## src/rtl/mips_pipe_pkg.sv

```systemverilog
// Shared types and constants for the 5-stage MIPS pipeline control blocks.
package mips_pipe_pkg;

  localparam int REG_W = 5;

  typedef logic [REG_W-1:0] reg_idx_t;

  typedef enum logic [1:0] {
    ST_RUN      = 2'b00,
    ST_MEM_WAIT = 2'b01,
    ST_ABORT    = 2'b10
  } hz_state_e;

  localparam logic [1:0] FWD_RF  = 2'b00;
  localparam logic [1:0] FWD_WB  = 2'b01;
  localparam logic [1:0] FWD_MEM = 2'b10;

endpackage

```

## src/rtl/pipeline_hazard_ctrl_if.sv

```systemverilog
// Bundle between the pipeline datapath and the hazard controller.
// Optional perf-counter signals exist only when PIPE_PERF_CNT_EN is defined.
interface pipeline_hazard_ctrl_if;
  import mips_pipe_pkg::*;

  reg_idx_t   ID_RS;
  reg_idx_t   ID_RT;
  logic       ID_UsesRT;
  reg_idx_t   EX_RS;
  reg_idx_t   EX_RT;
  reg_idx_t   EX_RD;
  logic       EX_MEM_REN;
  logic       EX_BranchTaken;
  reg_idx_t   MEM_RD;
  logic       MEM_RegWrite;
  logic       MEM_MEM_REN;
  logic       MEM_MEM_WEN;
  reg_idx_t   WB_RD;
  logic       WB_RegWrite;
  // Memory handshake: an access is pending while MEM_MEM_REN|MEM_MEM_WEN is
  // high, and it completes on the first rising edge at which DMEM_Ready is 1.
  logic       DMEM_Ready;

  logic       PC_En;
  logic       IFID_En;
  logic       IDEX_En;
  logic       EXMEM_En;
  logic       MEMWB_En;
  logic       IFID_Flush;
  logic       IDEX_Flush;
  logic [1:0] FwdA;
  logic [1:0] FwdB;
  logic       MemErr;
  logic [1:0] State;
`ifdef PIPE_PERF_CNT_EN
  logic [31:0] StallCnt;
  logic [31:0] FlushCnt;
  logic [31:0] WaitCnt;
`endif

  modport master (
    output ID_RS, ID_RT, ID_UsesRT, EX_RS, EX_RT, EX_RD, EX_MEM_REN,
           EX_BranchTaken, MEM_RD, MEM_RegWrite, MEM_MEM_REN, MEM_MEM_WEN,
           WB_RD, WB_RegWrite, DMEM_Ready,
    input  PC_En, IFID_En, IDEX_En, EXMEM_En, MEMWB_En, IFID_Flush,
           IDEX_Flush, FwdA, FwdB, MemErr, State
`ifdef PIPE_PERF_CNT_EN
    , input StallCnt, FlushCnt, WaitCnt
`endif
  );

  modport slave (
    input  ID_RS, ID_RT, ID_UsesRT, EX_RS, EX_RT, EX_RD, EX_MEM_REN,
           EX_BranchTaken, MEM_RD, MEM_RegWrite, MEM_MEM_REN, MEM_MEM_WEN,
           WB_RD, WB_RegWrite, DMEM_Ready,
    output PC_En, IFID_En, IDEX_En, EXMEM_En, MEMWB_En, IFID_Flush,
           IDEX_Flush, FwdA, FwdB, MemErr, State
`ifdef PIPE_PERF_CNT_EN
    , output StallCnt, FlushCnt, WaitCnt
`endif
  );

endinterface

```

## src/rtl/hazard_fwd_unit.sv

```systemverilog
// EX operand forwarding select for one source register; MEM beats WB, $0 never forwards.
module hazard_fwd_unit
  import mips_pipe_pkg::*;
(
  input  reg_idx_t   i_ex_src,
  input  reg_idx_t   i_mem_rd,
  input  logic       i_mem_regwrite,
  input  reg_idx_t   i_wb_rd,
  input  logic       i_wb_regwrite,
  output logic [1:0] o_fwd
);

  always_comb begin
    o_fwd = FWD_RF;
    if (i_mem_regwrite && (i_mem_rd != '0) && (i_mem_rd == i_ex_src)) begin
      o_fwd = FWD_MEM;
    end else if (i_wb_regwrite && (i_wb_rd != '0) && (i_wb_rd == i_ex_src)) begin
      o_fwd = FWD_WB;
    end
  end

endmodule

```

## src/rtl/pipeline_hazard_ctrl.sv

```systemverilog
// Stall/flush/forwarding controller for the 5-stage MIPS pipeline.
// Define PIPE_PERF_CNT_EN to add the StallCnt/FlushCnt/WaitCnt counters.
module pipeline_hazard_ctrl
  import mips_pipe_pkg::*;
#(
  parameter int MEM_TIMEOUT = 255,
  parameter int TMO_W       = 8
) (
  input  logic                  clock,
  input  logic                  reset,
  pipeline_hazard_ctrl_if.slave hz
);

  hz_state_e        r_state;
  hz_state_e        w_state_nxt;
  logic [TMO_W-1:0] r_cnt;
  logic [TMO_W-1:0] w_cnt_nxt;
  logic             r_mem_err;
  logic             w_mem_err_set;

  logic       w_mem_access;
  logic       w_load_use;
  logic       w_freeze;
  logic       w_branch_flush;
  logic       w_stall;
  logic [4:0] w_en;
  logic [1:0] w_flush;
  logic [1:0] w_fwd_a;
  logic [1:0] w_fwd_b;

  assign w_mem_access = hz.MEM_MEM_REN | hz.MEM_MEM_WEN;
  assign w_load_use   = hz.EX_MEM_REN && (hz.EX_RD != '0) &&
                        ((hz.EX_RD == hz.ID_RS) || (hz.ID_UsesRT && (hz.EX_RD == hz.ID_RT)));

  hazard_fwd_unit u_fwd_a (
    .i_ex_src       (hz.EX_RS),
    .i_mem_rd       (hz.MEM_RD),
    .i_mem_regwrite (hz.MEM_RegWrite),
    .i_wb_rd        (hz.WB_RD),
    .i_wb_regwrite  (hz.WB_RegWrite),
    .o_fwd          (w_fwd_a)
  );

  hazard_fwd_unit u_fwd_b (
    .i_ex_src       (hz.EX_RT),
    .i_mem_rd       (hz.MEM_RD),
    .i_mem_regwrite (hz.MEM_RegWrite),
    .i_wb_rd        (hz.WB_RD),
    .i_wb_regwrite  (hz.WB_RegWrite),
    .o_fwd          (w_fwd_b)
  );

  always_ff @(posedge clock) begin
    if (!reset) begin
      r_state   <= ST_RUN;
      r_cnt     <= '0;
      r_mem_err <= 1'b0;
    end else begin
      r_state   <= w_state_nxt;
      r_cnt     <= w_cnt_nxt;
      r_mem_err <= r_mem_err | w_mem_err_set;
    end
  end

  // Ready is tested before the timeout so a completion on the last allowed cycle wins.
  always_comb begin
    w_state_nxt   = r_state;
    w_cnt_nxt     = r_cnt;
    w_mem_err_set = 1'b0;
    case (r_state)
      ST_RUN: begin
        if (w_mem_access && !hz.DMEM_Ready) begin
          w_state_nxt = ST_MEM_WAIT;
          w_cnt_nxt   = TMO_W'(1);
        end else begin
          w_cnt_nxt   = '0;
        end
      end
      ST_MEM_WAIT: begin
        if (hz.DMEM_Ready) begin
          w_state_nxt = ST_RUN;
          w_cnt_nxt   = '0;
        end else if (r_cnt == TMO_W'(MEM_TIMEOUT)) begin
          w_state_nxt   = ST_ABORT;
          w_cnt_nxt     = '0;
          w_mem_err_set = 1'b1;
        end else begin
          w_cnt_nxt = r_cnt + TMO_W'(1);
        end
      end
      ST_ABORT: begin
        w_state_nxt = ST_RUN;
        w_cnt_nxt   = '0;
      end
      default: begin
        w_state_nxt = ST_RUN;
        w_cnt_nxt   = '0;
      end
    endcase
  end

  // ABORT never freezes: it is the one-cycle release after a timeout.
  always_comb begin
    w_freeze       = ((r_state == ST_RUN) && w_mem_access && !hz.DMEM_Ready) ||
                     ((r_state == ST_MEM_WAIT) && !hz.DMEM_Ready);
    w_branch_flush = !w_freeze && hz.EX_BranchTaken;
    w_stall        = !w_freeze && !hz.EX_BranchTaken && w_load_use;
    w_en           = 5'b11111;
    w_flush        = 2'b00;
    if (!reset) begin
      w_en    = 5'b00000;
      w_flush = 2'b11;
    end else if (w_freeze) begin
      w_en    = 5'b00000;
    end else if (w_branch_flush) begin
      w_flush = 2'b11;
    end else if (w_stall) begin
      w_en    = 5'b00111;
      w_flush = 2'b01;
    end
  end

  assign {hz.PC_En, hz.IFID_En, hz.IDEX_En, hz.EXMEM_En, hz.MEMWB_En} = w_en;
  assign {hz.IFID_Flush, hz.IDEX_Flush} = w_flush;
  assign hz.FwdA   = reset ? w_fwd_a : FWD_RF;
  assign hz.FwdB   = reset ? w_fwd_b : FWD_RF;
  assign hz.MemErr = r_mem_err;
  assign hz.State  = r_state;

`ifdef PIPE_PERF_CNT_EN
  logic [31:0] r_stall_cnt;
  logic [31:0] r_flush_cnt;
  logic [31:0] r_wait_cnt;

  always_ff @(posedge clock) begin
    if (!reset) begin
      r_stall_cnt <= '0;
      r_flush_cnt <= '0;
      r_wait_cnt  <= '0;
    end else begin
      if (w_stall)           r_stall_cnt <= r_stall_cnt + 32'd1;
      if (w_branch_flush)    r_flush_cnt <= r_flush_cnt + 32'd1;
      if (r_state != ST_RUN) r_wait_cnt  <= r_wait_cnt + 32'd1;
    end
  end

  assign hz.StallCnt = r_stall_cnt;
  assign hz.FlushCnt = r_flush_cnt;
  assign hz.WaitCnt  = r_wait_cnt;
`endif

endmodule

```

## src/flat_wrapper.sv

```systemverilog
// flat-port wrapper written by rule: the top's interface ports become plain ports
module pipeline_hazard_ctrl_flat import mips_pipe_pkg::*;
#(
  parameter int MEM_TIMEOUT = 255,
  parameter int TMO_W       = 8
)
  (clock, reset, hz_ID_RS, hz_ID_RT, hz_ID_UsesRT, hz_EX_RS, hz_EX_RT, hz_EX_RD, hz_EX_MEM_REN, hz_EX_BranchTaken, hz_MEM_RD, hz_MEM_RegWrite, hz_MEM_MEM_REN, hz_MEM_MEM_WEN, hz_WB_RD, hz_WB_RegWrite, hz_DMEM_Ready, hz_PC_En, hz_IFID_En, hz_IDEX_En, hz_EXMEM_En, hz_MEMWB_En, hz_IFID_Flush, hz_IDEX_Flush, hz_FwdA, hz_FwdB, hz_MemErr, hz_State);
  pipeline_hazard_ctrl_if hz_i ();
  input  logic clock;
  input  logic reset;
  input wire logic [$bits(hz_i.ID_RS)-1:0] hz_ID_RS;
  input wire logic [$bits(hz_i.ID_RT)-1:0] hz_ID_RT;
  input wire logic [$bits(hz_i.ID_UsesRT)-1:0] hz_ID_UsesRT;
  input wire logic [$bits(hz_i.EX_RS)-1:0] hz_EX_RS;
  input wire logic [$bits(hz_i.EX_RT)-1:0] hz_EX_RT;
  input wire logic [$bits(hz_i.EX_RD)-1:0] hz_EX_RD;
  input wire logic [$bits(hz_i.EX_MEM_REN)-1:0] hz_EX_MEM_REN;
  input wire logic [$bits(hz_i.EX_BranchTaken)-1:0] hz_EX_BranchTaken;
  input wire logic [$bits(hz_i.MEM_RD)-1:0] hz_MEM_RD;
  input wire logic [$bits(hz_i.MEM_RegWrite)-1:0] hz_MEM_RegWrite;
  input wire logic [$bits(hz_i.MEM_MEM_REN)-1:0] hz_MEM_MEM_REN;
  input wire logic [$bits(hz_i.MEM_MEM_WEN)-1:0] hz_MEM_MEM_WEN;
  input wire logic [$bits(hz_i.WB_RD)-1:0] hz_WB_RD;
  input wire logic [$bits(hz_i.WB_RegWrite)-1:0] hz_WB_RegWrite;
  input wire logic [$bits(hz_i.DMEM_Ready)-1:0] hz_DMEM_Ready;
  output wire logic [$bits(hz_i.PC_En)-1:0] hz_PC_En;
  output wire logic [$bits(hz_i.IFID_En)-1:0] hz_IFID_En;
  output wire logic [$bits(hz_i.IDEX_En)-1:0] hz_IDEX_En;
  output wire logic [$bits(hz_i.EXMEM_En)-1:0] hz_EXMEM_En;
  output wire logic [$bits(hz_i.MEMWB_En)-1:0] hz_MEMWB_En;
  output wire logic [$bits(hz_i.IFID_Flush)-1:0] hz_IFID_Flush;
  output wire logic [$bits(hz_i.IDEX_Flush)-1:0] hz_IDEX_Flush;
  output wire logic [$bits(hz_i.FwdA)-1:0] hz_FwdA;
  output wire logic [$bits(hz_i.FwdB)-1:0] hz_FwdB;
  output wire logic [$bits(hz_i.MemErr)-1:0] hz_MemErr;
  output wire logic [$bits(hz_i.State)-1:0] hz_State;
  assign hz_i.ID_RS = hz_ID_RS;
  assign hz_i.ID_RT = hz_ID_RT;
  assign hz_i.ID_UsesRT = hz_ID_UsesRT;
  assign hz_i.EX_RS = hz_EX_RS;
  assign hz_i.EX_RT = hz_EX_RT;
  assign hz_i.EX_RD = hz_EX_RD;
  assign hz_i.EX_MEM_REN = hz_EX_MEM_REN;
  assign hz_i.EX_BranchTaken = hz_EX_BranchTaken;
  assign hz_i.MEM_RD = hz_MEM_RD;
  assign hz_i.MEM_RegWrite = hz_MEM_RegWrite;
  assign hz_i.MEM_MEM_REN = hz_MEM_MEM_REN;
  assign hz_i.MEM_MEM_WEN = hz_MEM_MEM_WEN;
  assign hz_i.WB_RD = hz_WB_RD;
  assign hz_i.WB_RegWrite = hz_WB_RegWrite;
  assign hz_i.DMEM_Ready = hz_DMEM_Ready;
  assign hz_PC_En = hz_i.PC_En;
  assign hz_IFID_En = hz_i.IFID_En;
  assign hz_IDEX_En = hz_i.IDEX_En;
  assign hz_EXMEM_En = hz_i.EXMEM_En;
  assign hz_MEMWB_En = hz_i.MEMWB_En;
  assign hz_IFID_Flush = hz_i.IFID_Flush;
  assign hz_IDEX_Flush = hz_i.IDEX_Flush;
  assign hz_FwdA = hz_i.FwdA;
  assign hz_FwdB = hz_i.FwdB;
  assign hz_MemErr = hz_i.MemErr;
  assign hz_State = hz_i.State;
  pipeline_hazard_ctrl #(.MEM_TIMEOUT(MEM_TIMEOUT), .TMO_W(TMO_W)) u_core (.clock(clock), .reset(reset), .hz(hz_i));
endmodule
```

## config.mk

```make
export PLATFORM = sky130hd
export DESIGN_NAME = pipeline_hazard_ctrl_flat
export DESIGN_NICKNAME = d
export VERILOG_FILES = /design/src/rtl/mips_pipe_pkg.sv /design/src/rtl/pipeline_hazard_ctrl_if.sv /design/src/rtl/hazard_fwd_unit.sv /design/src/rtl/pipeline_hazard_ctrl.sv /design/src/flat_wrapper.sv
export SDC_FILE = /design/constraint.sdc
export NUM_CORES = 1
export LEC_CHECK = 0
export ABC_AREA = 0
export ABC_CLOCK_PERIOD_IN_PS = 2400
export BUFFER_PORTS_ARGS = -buffer_cell sky130_fd_sc_hd__buf_2
export CAP_MARGIN = 20
export CORE_MARGIN = 2
export CORE_UTILIZATION = 45
export CTS_CLUSTER_SIZE = 40
export DETAILED_ROUTE_END_ITERATION = 10
export PLACE_DENSITY = 0.89
export SYNTH_ARGS = -nofsm -noshare
export SYNTH_HDL_FRONTEND = slang
export SYNTH_SLANG_ARGS = --single-unit
```

## constraint.sdc

```tcl
create_clock -name clock -period 2.4 [get_ports clock]
set_input_delay 0.24 -clock clock [delete_from_list [all_inputs] [get_ports clock]]
set_output_delay 0.24 -clock clock [all_outputs]
set_load 0.02 [all_outputs]
```

==> out/results.ini <==
[die]
die_w_um=48.99
io_pins=59
rows=16
initial_core_util_pct=46.91
chipHeight_um=48.99
core_area_um2=1942
dieArea_um2=2400

[worst_setup_path]
slowest_stage=or4_1
crit_top_cell=buf_2
worstPathCellList=buf_2 > or4_1 > o21ai_2 > nor4_1 > nor4_2 > buf_2
r2r_start=u_core.r_cnt[0]
critical_path_class=input pin to primary output
cpPeakStageDelay_ns=0.53
setup.worst_path.end_class=primary output
crit_fanout=3
r2r_slack_ns=0.88
cp_num_buf_inv=2
crit_family=simple AND/OR/NAND/NOR gates
worstRegToRegCells=5
start_kind=input pin
r2r-end=u_core.r_cnt[3]
cp.required_ns=2.16
arrival_ns=1.60

[synth]
synth_top_family_by_area=XOR/XNOR gates
syn-num-nets=156
syn_area_um2=910.9
synth.top_cell.area_share_pct=25.00
synth_cell_types=30
yosysWarnings=0
yosysTopAreaCell=xor2_1
synthSimpleGateAreaFrac_pct=26.10
synthArstFlopShare_pct=0
synth_fa_ha_area_share_pct=1.374
yosysSeqAreaShare_pct=24.18
ys_ff_latch=11
synth_xor_xnor_area_share_pct=34.62
ys.flop_type=dfxtp_1
synth_edf_count=0
synth-compound-area-share_pct=9.478
synth_mux_area_share_pct=0
avgSynthCellArea_um2=8.281
synth_area_leaders=xor2_1 25%, dfxtp_1 24%, xnor2_1 9.6%
syn-instance-count=110

[placement]
gp_congestion=0.7733
io_buffer_count=58
dpl.hpwl_mm=2.104
post-place-ws_ns=0.5499
place_inst=190

[timing]
worst_pin_slew_ns=0.4195
holdWs_ns=0.3034
setup_viol=0
period_share_pct=76.64
relSlewSlack_pct=71.78
fmax_mhz=543.7
clock-skew-final_ns=0.003515
fin_tns_setup_ns=0
slew_violations=0
worst_slack_ns=0.5606
rsz0062_at_grt=false
hold_viol_final=0
timing.final.crit_period_ns=1.839

[detailed_routing]
vias_per_cell=4.959
drt_iter0_markers=18
via_count=962
drt-total-wl_mm=2.361
firstDrtPassIters=4
drcViolationCount=0
wire_per_inst_um=12.17
antenna_left=0

[cts]
cts_max_level=1
cts_inserted_buffers=3
post_cts_buffers=0
clock_latency_ns=0.26
cts_resized=0
path_clk_slew_ns=0.07
ctsHoldBuffers=0
cts_tree=done
cts_buffer_depth=2
cts_root_buf=clkbuf_4
cts.sinks=11

[finish]
layout.nets=214
num_antenna_cells=0
final_common_cell=buf_2
area_growth_pct=35.03
final_cells=194
drive_above_1_share_pct=40.12
final_cell_mix=58 x buf_2, 26 x xor2_1, 11 x nor2_1, 11 x dfxtp_1, 10 x xnor2_1

[outcome]
status=completed

[pwr]
total_leakage_power_nw=0.5503
ir_drop_mv=0.4504
finalPower_uw=452.6
p_per_area_nw_per_um2=368.0

[hold_path]
holdCritPathClass=input pin to flip-flop
min_to=u_core.hz.MemErr
min_path_cells=3
worst_hold_startpoint=reset

[global_route]
grt_max_degree=10
grt_pass1_vias=994
grt-ovfl-total=0
grt_pass1_wl_mm=4.002
grt_usage_pct=21.90
antenna_found_initial=0

[run]
drv_cap=0

## Yosys cell counts (2+ instances only)
| master | count |
|---|---|
| dfxtp_1 | 11 |
| nand2_1 | 7 |
| xnor2_1 | 10 |
| and2_2 | 2 |
| o31a_1 | 2 |
| o21ai_0 | 3 |
| or4_1 | 5 |
| nor4_2 | 2 |
| nor3_1 | 3 |
| nor4_1 | 3 |
| nor2_1 | 11 |
| nand3_1 | 5 |
| buf_4 | 3 |
| inv_1 | 2 |
| xor2_1 | 26 |
## worst max-delay path by stage
stage               cells after the start            end    startpoint  slack [ns]
finish                                  6     hz_FwdA[0]  hz_MEM_RD[0]        0.56
global route                            6     hz_FwdB[0]  hz_MEM_RD[0]        0.47
CTS                                     6     hz_FwdA[0]  hz_MEM_RD[0]        0.55
detailed placement                      6     hz_FwdA[0]  hz_MEM_RD[0]        0.55
global placement                        6     hz_FwdA[0]  hz_MEM_RD[0]        0.61
floorplan                               4  hz_IDEX_Flush   hz_EX_RD[3]        0.50
## worst register-to-register path, delay by kind of cell, from the launching register on
kind	cells	cell delay, ns
adder cells (fa/ha/maj)	1	0.20
flip-flops	1	0.37
AND/OR/NAND/NOR	4	0.84
## registers in the layout, indices dropped and copies added (netlist names)
name              cells
u_core.r_cnt          8
u_core.hz.State       2
u_core.hz.MemErr      1
## area by class of cell
class | count | area (µm²)
clock buffer | 4 | 26.28
fill | 172 | 711.9
inverter | 2 | 7.507
multi-input combinational | 92 | 651.9
sequential | 11 | 220.2
tap | 27 | 33.78
timing repair buffer | 58 | 290.3
## power breakdown
group / internal (mW) / switching (mW)
registers: 0.185 / 0.00213
clock network: 0.0643 / 0.0571
logic: 0.0668 / 0.0777
## logic make-up after synthesis
family                     after synthesis
AOI/OAI and AO/OA                       12
xor gates and xnor gates                36
adders and majority gates                1
buffers and inverters                    7
DFF                                     11
and+or+nand+nor                         43
## routing by layer
layer	vias to the layer above	share of wire [%]	global-route usage, %
met3	4	5.6	5.521
li1	493	-	-
met2	34	57	41.10
met4	0	1.3	13.81
met1	431	36	21.03
met5	-	0	0
## per-stage QoR
| step | util, % | cell area [µm²] |
|---|---|---|
| 4_1_cts | 63.34 | 1230 |
| 5_1_grt | 63.34 | 1230 |
| 6_report | 63.34 | 1230 |
| 3_5_place_dp | 61.98 | 1204 |
| 2_1_floorplan | - | 910.9 |
| 3_3_place_gp | 61.98 | 1204 |
No activity file was read; power rests on OpenSTA's default activity.
